==> src/rtl/eceg_cipher_ctrl.sv <==
// ---------------------------------------------------------------------------
// eceg_cipher_ctrl
//
// Sequencer for EC-ElGamal encryption / decryption on top of the UECA
// point-arithmetic unit. A request is captured in IDLE. The block then issues
// the point multiplications and the final point addition to UECA one after
// another, forwarding intermediate points between steps.
//
//   encrypt (op=0): C1 = k*G  -> r0
//                   S  = k*Q
//                   C2 = M + S -> r1
//   decrypt (op=1): S  = d*C1
//                   M  = C2 + (-S) -> r1, r0 = 0
//
// Ports
//   clk, rst_n              clock, asynchronous active-low reset
//   start, op, scalar       request strobe (IDLE only), 0=enc/1=dec, k or d
//   pa_x/y, pb_x/y, in_x/y  request points (G/Q/M for enc, C1/-/C2 for dec)
//   busy, done, err         status; err: 0 ok, 1 zero scalar, 2 timeout
//   r0_x/y, r1_x/y          results, valid at done, held until next accept
//   u_enable, u_mode, u_k,
//   u_px/py, u_p2x/p2y      UECA command (mode 0 = add, 1 = multiply)
//   u_qx/qy, u_ready        UECA result and sticky completion flag
//   dbg_state               current FSM state for observation
// ---------------------------------------------------------------------------
`ifndef DATAWIDTH
`define DATAWIDTH 16
`endif
`ifndef P
`define P 23
`endif

module eceg_cipher_ctrl #(
    parameter int                   DATAWIDTH = `DATAWIDTH,
    parameter logic [23:0]          TIMEOUT   = 24'hFF_FFFF,
    parameter logic [DATAWIDTH-1:0] PRIME     = DATAWIDTH'(`P)
) (
    input  logic                 clk,
    input  logic                 rst_n,
    input  logic                 start,
    input  logic                 op,
    input  logic [DATAWIDTH-1:0] scalar,
    input  logic [DATAWIDTH-1:0] pa_x,
    input  logic [DATAWIDTH-1:0] pa_y,
    input  logic [DATAWIDTH-1:0] pb_x,
    input  logic [DATAWIDTH-1:0] pb_y,
    input  logic [DATAWIDTH-1:0] in_x,
    input  logic [DATAWIDTH-1:0] in_y,
    output logic                 busy,
    output logic                 done,
    output logic [1:0]           err,
    output logic [DATAWIDTH-1:0] r0_x,
    output logic [DATAWIDTH-1:0] r0_y,
    output logic [DATAWIDTH-1:0] r1_x,
    output logic [DATAWIDTH-1:0] r1_y,
    output logic                 u_enable,
    output logic                 u_mode,
    output logic [DATAWIDTH-1:0] u_k,
    output logic [DATAWIDTH-1:0] u_px,
    output logic [DATAWIDTH-1:0] u_py,
    output logic [DATAWIDTH-1:0] u_p2x,
    output logic [DATAWIDTH-1:0] u_p2y,
    input  logic [DATAWIDTH-1:0] u_qx,
    input  logic [DATAWIDTH-1:0] u_qy,
    input  logic                 u_ready,
    output logic [2:0]           dbg_state
);

    typedef enum logic [2:0] {
        S_IDLE       = 3'd0,
        S_MUL1_ISSUE = 3'd1,
        S_MUL1_WAIT  = 3'd2,
        S_MUL2_ISSUE = 3'd3,
        S_MUL2_WAIT  = 3'd4,
        S_ADD_ISSUE  = 3'd5,
        S_ADD_WAIT   = 3'd6,
        S_FIN        = 3'd7
    } state_t;

    state_t state, state_nxt;

    // Captured request
    logic                 op_q;
    logic [DATAWIDTH-1:0] k_q;
    logic [DATAWIDTH-1:0] pa_x_q, pa_y_q, pb_x_q, pb_y_q, in_x_q, in_y_q;

    // Intermediate point S (k*Q or d*C1)
    logic [DATAWIDTH-1:0] s_x, s_y;
    logic [DATAWIDTH-1:0] s_y_neg;

    logic [23:0] wdog;
    logic [23:0] wdog_inc;

    logic accept;   // request captured this cycle
    logic take;     // UECA result consumed this cycle
    logic tmo;      // watchdog expired this cycle
    logic in_wait;

    assign dbg_state = state;

    // -y mod P. S_y is always a reduced coordinate (< P), so P - S_y cannot
    // underflow; y = 0 maps to 0 rather than to P.
    assign s_y_neg = (s_y == '0) ? '0 : (PRIME - s_y);

    assign wdog_inc = wdog + 24'd1;

    // UECA handshake: u_enable is a one-cycle command strobe issued from an
    // *_ISSUE state; operands are valid in that cycle and stay constant for
    // the whole matching *_WAIT state. u_ready is a level that remains high
    // from the end of one operation until UECA accepts the next enable, so
    // during the first WAIT cycle it may still reflect the previous command
    // and is ignored there (the watchdog is 0 only in that cycle).
    always_comb begin
        state_nxt = state;
        accept    = 1'b0;
        in_wait   = (state == S_MUL1_WAIT) || (state == S_MUL2_WAIT) ||
                    (state == S_ADD_WAIT);
        take      = in_wait && u_ready && (wdog != 24'd0);
        tmo       = in_wait && !take && (wdog_inc == TIMEOUT);
        busy      = 1'b0;
        done      = 1'b0;
        u_enable  = 1'b0;
        u_mode    = 1'b0;
        u_k       = '0;
        u_px      = '0;
        u_py      = '0;
        u_p2x     = '0;
        u_p2y     = '0;

        unique case (state)
            S_IDLE: begin
                if (start) begin
                    accept = 1'b1;
                    // UECA never terminates on a zero scalar: fail fast.
                    if (scalar == '0)
                        state_nxt = S_FIN;
                    else if (op)
                        state_nxt = S_MUL2_ISSUE;
                    else
                        state_nxt = S_MUL1_ISSUE;
                end
            end
            S_MUL1_ISSUE, S_MUL1_WAIT: begin
                busy     = 1'b1;
                u_enable = (state == S_MUL1_ISSUE);
                u_mode   = 1'b1;
                u_k      = k_q;
                u_px     = pa_x_q;
                u_py     = pa_y_q;
                if (state == S_MUL1_ISSUE)
                    state_nxt = S_MUL1_WAIT;
                else if (take)
                    state_nxt = S_MUL2_ISSUE;
                else if (tmo)
                    state_nxt = S_FIN;
            end
            S_MUL2_ISSUE, S_MUL2_WAIT: begin
                busy     = 1'b1;
                u_enable = (state == S_MUL2_ISSUE);
                u_mode   = 1'b1;
                u_k      = k_q;
                u_px     = op_q ? pa_x_q : pb_x_q;
                u_py     = op_q ? pa_y_q : pb_y_q;
                if (state == S_MUL2_ISSUE)
                    state_nxt = S_MUL2_WAIT;
                else if (take)
                    state_nxt = S_ADD_ISSUE;
                else if (tmo)
                    state_nxt = S_FIN;
            end
            S_ADD_ISSUE, S_ADD_WAIT: begin
                busy     = 1'b1;
                u_enable = (state == S_ADD_ISSUE);
                u_px     = in_x_q;
                u_py     = in_y_q;
                u_p2x    = s_x;
                u_p2y    = op_q ? s_y_neg : s_y;
                if (state == S_ADD_ISSUE)
                    state_nxt = S_ADD_WAIT;
                else if (take || tmo)
                    state_nxt = S_FIN;
            end
            S_FIN: begin
                done      = 1'b1;
                state_nxt = S_IDLE;
            end
            default: state_nxt = S_IDLE;
        endcase
    end

    always_ff @(posedge clk or negedge rst_n) begin
        if (!rst_n)
            state <= S_IDLE;
        else
            state <= state_nxt;
    end

    always_ff @(posedge clk or negedge rst_n) begin
        if (!rst_n) begin
            op_q   <= 1'b0;
            k_q    <= '0;
            pa_x_q <= '0;
            pa_y_q <= '0;
            pb_x_q <= '0;
            pb_y_q <= '0;
            in_x_q <= '0;
            in_y_q <= '0;
            s_x    <= '0;
            s_y    <= '0;
            r0_x   <= '0;
            r0_y   <= '0;
            r1_x   <= '0;
            r1_y   <= '0;
            err    <= 2'd0;
            wdog   <= 24'd0;
        end else begin
            if (accept) begin
                op_q   <= op;
                k_q    <= scalar;
                pa_x_q <= pa_x;
                pa_y_q <= pa_y;
                pb_x_q <= pb_x;
                pb_y_q <= pb_y;
                in_x_q <= in_x;
                in_y_q <= in_y;
                s_x    <= '0;
                s_y    <= '0;
                r0_x   <= '0;
                r0_y   <= '0;
                r1_x   <= '0;
                r1_y   <= '0;
                err    <= (scalar == '0) ? 2'd1 : 2'd0;
            end

            case (state)
                S_MUL1_ISSUE, S_MUL2_ISSUE, S_ADD_ISSUE: wdog <= 24'd0;
                S_MUL1_WAIT, S_MUL2_WAIT, S_ADD_WAIT:    wdog <= wdog_inc;
                default: ;
            endcase

            if (take) begin
                case (state)
                    S_MUL1_WAIT: begin
                        r0_x <= u_qx;
                        r0_y <= u_qy;
                    end
                    S_MUL2_WAIT: begin
                        s_x <= u_qx;
                        s_y <= u_qy;
                    end
                    S_ADD_WAIT: begin
                        r1_x <= u_qx;
                        r1_y <= u_qy;
                    end
                    default: ;
                endcase
            end

            if (tmo)
                err <= 2'd2;
        end
    end

endmodule

==> config.mk <==
export PLATFORM = sky130hd
export DESIGN_NAME = eceg_cipher_ctrl
export DESIGN_NICKNAME = d
export VERILOG_FILES = /design/src/rtl/eceg_cipher_ctrl.sv
export SDC_FILE = /design/constraint.sdc
export NUM_CORES = 1
export LEC_CHECK = 0
export ABC_CLOCK_PERIOD_IN_PS = 3050
export BUFFER_PORTS_ARGS = -buffer_cell sky130_fd_sc_hd__buf_2
export CAP_MARGIN = 20
export CORE_MARGIN = 2
export CORE_UTILIZATION = 27
export CTS_CLUSTER_SIZE = 14
export DETAILED_ROUTE_END_ITERATION = 7
export PLACE_DENSITY_LB_ADDON = 0.25
export SYNTH_ARGS = -nofsm -noshare
export SYNTH_HDL_FRONTEND = slang
export SYNTH_SLANG_ARGS = --single-unit
export TNS_END_PERCENT = 30
==> constraint.sdc <==
create_clock -name clk -period 3.05 [get_ports clk]
set_clock_uncertainty 0.05 [all_clocks]
set_input_delay 0.1525 -clock clk [delete_from_list [all_inputs] [get_ports clk]]
set_output_delay 0.1525 -clock clk [all_outputs]
set_load 0.005 [all_outputs]
---- Word level (Yosys, flattened, before mapping) ----
Cells that the tools add are included.
cells by class
  add/sub/neg operators ................... 2
  $mul .................................... 0
  div/mod/pow operators ................... 0
  magnitude comparators ................... 0
  eq/ne operators ......................... 10
  shift operators ......................... 0
  mux-type cells .......................... 48
  bitwise operators ....................... 0
  reduce and logical (&&, ||, !) cells .... 22
operators by type and width
  kind                                                                  number
  16-bit two-way mux                                                    25
  16-bit case mux with 3 select lines                                   2
  24-bit case mux with 2 select lines                                   1
  16-bit logical NOT                                                    2
  3-bit two-way mux                                                     9
  24-bit by 1-bit adder with 24-bit output (second input constant)      1
  24-bit == test (second input constant)                                1
  24-bit nonzero test                                                   1
  5-bit by 16-bit subtractor with 16-bit output (first input constant)  1
  3-bit case mux with 5 select lines                                    1
  3-bit == test (second input constant)                                 4
  3-bit by 2-bit == test with 1-bit output (second input constant)      2
  1-bit two-way mux                                                     6
  2-bit two-way mux                                                     3
  2-bit OR reduction                                                    3
  3-bit OR reduction                                                    2
  6-bit OR reduction                                                    1
  1-bit logical AND                                                     4
  2-bit nonzero test                                                    2
  4-bit OR reduction                                                    1
  3-bit by 1-bit == test with 1-bit output (second input constant)      1
  3-bit logical NOT                                                     1
  1-bit logical OR                                                      3
  3-bit != test (second input constant)                                 1
  other kinds (4)                                                       4
storage, ports and cells
  register bits ........................... 238
  bits in latches ......................... 0
  RAM bits ................................ 0
  ROM bits ................................ 0
  bits of input ports ..................... 149
  output and inout bits ................... 153
  logic and storage cells ................. 99
  memories kept ........................... 0

---- Depth between registers and ports, before layout ----
  depth in word-level cells ............... 12
  gate-level depth with buffers ........... 10
  mapped depth without buffers ............ 8

---- Worst setup path after synthesis ----
OpenSTA, ideal clock, no wires.
  path kind ............................... register -> register
  start ................................... register wdog[0]
  end ..................................... register err[0]
  setup time .............................. 123 ps
  arrival time ............................ 2298 ps
  required time ........................... 2877 ps
  setup slack ............................. 580 ps
  cell stages (with the launch flop) ...... 9
  path buffers ............................ 1
  clock period less this slack ............ 2470 ps
  path through ............................ dfrtp_1 -> ha_1 -> clkbuf_1 -> nand4_1 -> or3_1 -> xor2_1 -> a2111o_1 -> or4_4 -> nor2b_1
between the ends
  cells in the longest elaborated chain, start to end .. 6
  elaborated cells on any way between the ends .. 9
  classes of those cells .................. add/sub: 1; eq/ne: 1; mux: 1; reduce/logical: 6
RTL lines
  element                                                                           line  source
  start, declared                                                                   91    logic [23:0] wdog;
  start signal, assigned                                                            237   S_MUL1_WAIT, S_MUL2_WAIT, S_ADD_WAIT: wdog <= wdog_inc;
  branches (longest 4 deep; another with 24-bit by 1-bit adder with 24-bit output)  --
  1-bit logical AND *                                                               119   tmo = in_wait && !take && (wdog_inc == TIMEOUT);
  2-bit two-way mux / 2-bit nonzero test (equally long branches)                    --
  end signal, assigned                                                              232   err <= (scalar == '0) ? 2'd1 : 2'd0;
  end, declared                                                                     51    output logic [1:0] err,
Every way passes the cells marked *.
A chain may end at the register's enable or synchronous reset.

---- Worst setup path after layout ----
  start ................................... register state[1], in the netlist dbg_state[1]
  end ..................................... output u_py[6]
between the ends
  cells in the longest elaborated chain, start to end .. 3
  elaborated cells on any way between the ends .. 10
  classes of those cells .................. eq/ne: 6; mux: 1; reduce/logical: 3
RTL lines
  element                                      line  source
  start, declared                              80    state_t state, state_nxt;
  start signal, assigned                       195   state <= state_nxt;
  3-bit == test, or another cell as far along  130   unique case (state)
  2-bit OR reduction                           130
  16-bit case mux with 3 select lines *        130
  end, declared                                60    output logic [DATAWIDTH-1:0] u_py,
Mark *: on every way between the ends. The rest lies on a longest branch, timed or not.

==> flow_summary.yaml <==
outcome:
  status: "finished, final reports clean"
setup_path:
  crit_path_cell_trace: "nor2_1 -> buf_4 -> nand3_1 -> o31ai_4 -> buf_4 -> a222oi_1 -> inv_1 -> buf_2"
  critPathTopFamily: "buffers and inverters"
  crit_required_ns: 2.85
  rr_worst_depth: 7
  path_class: "flop to output port"
  cp.arrival_ns: 2.65
  rr_endpoint: "err[0]"
  cpMostUsedCell: "buf_4"
  slowest_stage: "dfrtp_1"
  slowest_delay_ns: 0.59
  end_kind: "output port"
  crit_fanout: 22
  crit_path_start_kind: "flop"
  reg2reg_setup_slack_ns: 0.25
  path_buf_inv: 4
  r2r_start: "wdog[1]"
layout:
  layout-drive-gt1-share: 0.3402
  area_delta_synth_final_pct: 42.31
  final_net_count: 1634
yosys:
  synth_nets: 1207
  synth.avg_cell_area_um2: 10.59
  synth_area_leaders: "dfrtp_1 (53%), mux2_2 (11%), o21ai_0 (6.0%), nand3_1 (5.1%), clkbuf_1 (2.2%)"
  syn_area_um2: 11160
  post-synth-top-count-cell: "dfrtp_1"
  ys_ff_latch: 238
  synth-simple-area-share: 0.1351
  synth_flop_cell: "dfrtp_1"
  yosys_warnings: 0
  synth_top_family_by_area: "simple AND/OR/NAND/NOR gates"
  ys_types: 56
  synth_top_area_frac: 0.5336
  synth_compound_area_frac: 0.1285
  synthCells: 1054
  synth_xor_area_frac: 0.01570
  synth_fa_ha_area_frac: 0.004484
  netlist_top_cells_count: "dfrtp_1 (238), o21ai_0 (134), nand3_1 (114), mux2_2 (113), clkbuf_1 (66)"
  synth_mux_area_frac: 0.1320
  yosysTopAreaCell: "dfrtp_1"
  seq_area_frac_synth: 0.5336
  ys_async_sr_fraction: 1.000
  synth_edf_count: 0
global_routing:
  grt_util_all_layers: 0.1611
  overflow: 0
  grt_pass1_vias: 10180
  antenna_found_initial: 1
  grt_first_pass_wirelength_um: 56810
  grt_max_degree: 69
pwr:
  p_leak_nw: 7.548
  max-vdd-ir-drop_uv: 550.8
  p_per_area_nw_per_um2: 933.0
cts:
  root_buffer: "clkbuf_16"
  insertion_delay_ns: 0.56
  cts-buffers-inserted: 29
  cts_tree: "built"
  h-tree-depth: 1
  path_clk_slew_ns: 0.06
  clock_path_buffers: 3
  clkSinkCount: 238
drt:
  drtPass1Iterations: 5
  finalWirelength_um: 35160
  vias: 9823
  drc: 0
  vias_per_cell: 4.827
  ant_nets: 0
  drt_iter0_markers: 400
  wl_per_cell_um: 17.28
sta:
  min_period_over_period: 0.9365
  finalSetupTns_ns: 0
  rsz0062_at_grt: "false"
  setup_violations: 0
  period_minus_slack_ns: 2.856
  hold-worst-slack_ns: 0.1302
  fmax_mhz: 350.1
  hold_viol: 0
  slew_headroom: 0.5267
  tightest_slew_ns: 0.7073
  maxSlewViolCount: 0
placement:
  dpl.hpwl_um: 23840
  place_congestion: 0.8243
  portBuffers: 301
floorplanning:
  core.rowCount: 74
  die_h_um: 207.3
  coreArea_um2: 40830
  dieWidth_um: 207.3
  initial_core_util: 0.2733
  pin_count: 302
  dieArea_um2: 42980
flow_run:
  maxCapViolCount: 0
min_path:
  min_path_type: "input pin to asynchronous set/reset pin"
-- cells by family after synthesis --
logic type / count (synthesis)
fa+ha+maj: 4
simple gates: 280
flops: 238
xor+xnor: 20
mux: 133
compound gates: 233
buf+inv: 146
-- final cells by class --
cell class	count	area, um2
Sequential cell	238	5961
Inverter	59	221.5
Clock inverter	12	157.7
Multi-Input combinational cell	670	4708
Antenna cell	1	2.502
Fill cell	4065	24950
Timing Repair Buffer	483	3349
Tap cell	532	665.6
Clock buffer	40	817.0
-- where the power goes --
| group | switching, W | internal [W] | total, W | leakage, nW |
|---|---|---|---|---|
| combinational | 0.00312 | 0.00291 | 0.00603 | 4.07 |
| clock | 0.00139 | 0.00212 | 0.00351 | 0.468 |
| sequential | 0.000845 | 0.00443 | 0.00528 | 3.01 |
| total | 0.00536 | 0.00946 | 0.0148 | 7.55 |
-- registers in the layout, indices dropped and copies added (netlist names) --
signal	count
wdog	24
in_x_q	16
in_y_q	16
k_q	16
pa_x_q	16
pa_y_q	16
pb_x_q	16
pb_y_q	16
r0_x	16
r0_y	16
r1_x	16
r1_y	16
s_x	16
s_y	16
dbg_state	3
err	2
op_q	1
-- layout by cell type (no fill, tap or decap), types with 12 or more instances in the layout --
master         Yosys  final
buf_4              1     27
inv_1             59     59
mux2_2           113    113
and2_1            37     37
mux2i_1           20     20
o21ai_0          134    134
a222oi_1          22     22
nand4_1           16     16
o22ai_1           12     12
nor2_1            34     33
clkbuf_16          0     29
buf_2             10    300
nand2_1           28     27
dfrtp_1          238    236
xor2_1            13     13
dlygate4sd3_1      0    147
nand3_1          114    114
a21oi_1           15     15
-- metrics by stage --
stage	utilization	setup WS (ns)	instances	cell area [um2]	total power (W)
floorplan	-	0.5797	1054	11160	0.008542
global placement	0.3277	0.3496	1833	13380	0.01106
detailed placement	0.3287	0.2830	1835	13420	0.01124
CTS	0.3889	0.1279	2034	15880	0.01501
global route	0.3890	0.02449	2035	15880	0.01590
finish	0.3890	0.1937	2035	15880	0.01482
-- metal layers --
layer | track usage | vias to the layer above | part of all wire | wire length [um]
met1 | 0.2051 | 4816 | 0.43 | 15020
li1 | - | 4653 | - | -
met3 | 0.03782 | 61 | 0.063 | 2204
met5 | 0 | - | 0 | 0
met4 | 0.05123 | 0 | 0.030 | 1071
met2 | 0.2701 | 293 | 0.48 | 16870
-- repair_timing --
action                                 4_1_cts  5_1_grt
buffers inserted                             0        0
resized for setup                            1        1
setup endpoints to repair                    5        2
gates cloned                                 0        0
hold buffers                               147        0
endpoints found under the hold margin      274        0
-- how the worst max path moves through the flow --
stage / from / endpoint / slack [ns] / cells past startpoint
after global routing: wdog[1] / dbg_state[2] / 0.02 / 7
final: dbg_state[1] / u_py[6] / 0.19 / 8
after global placement: wdog[0] / err[0] / 0.35 / 7
after CTS: op_q / u_p2y[13] / 0.13 / 6
after detailed placement: wdog[0] / err[0] / 0.28 / 7
after floorplan: wdog[0] / err[0] / 0.58 / 8
Note: power is estimated with default switching activity, not from simulation.
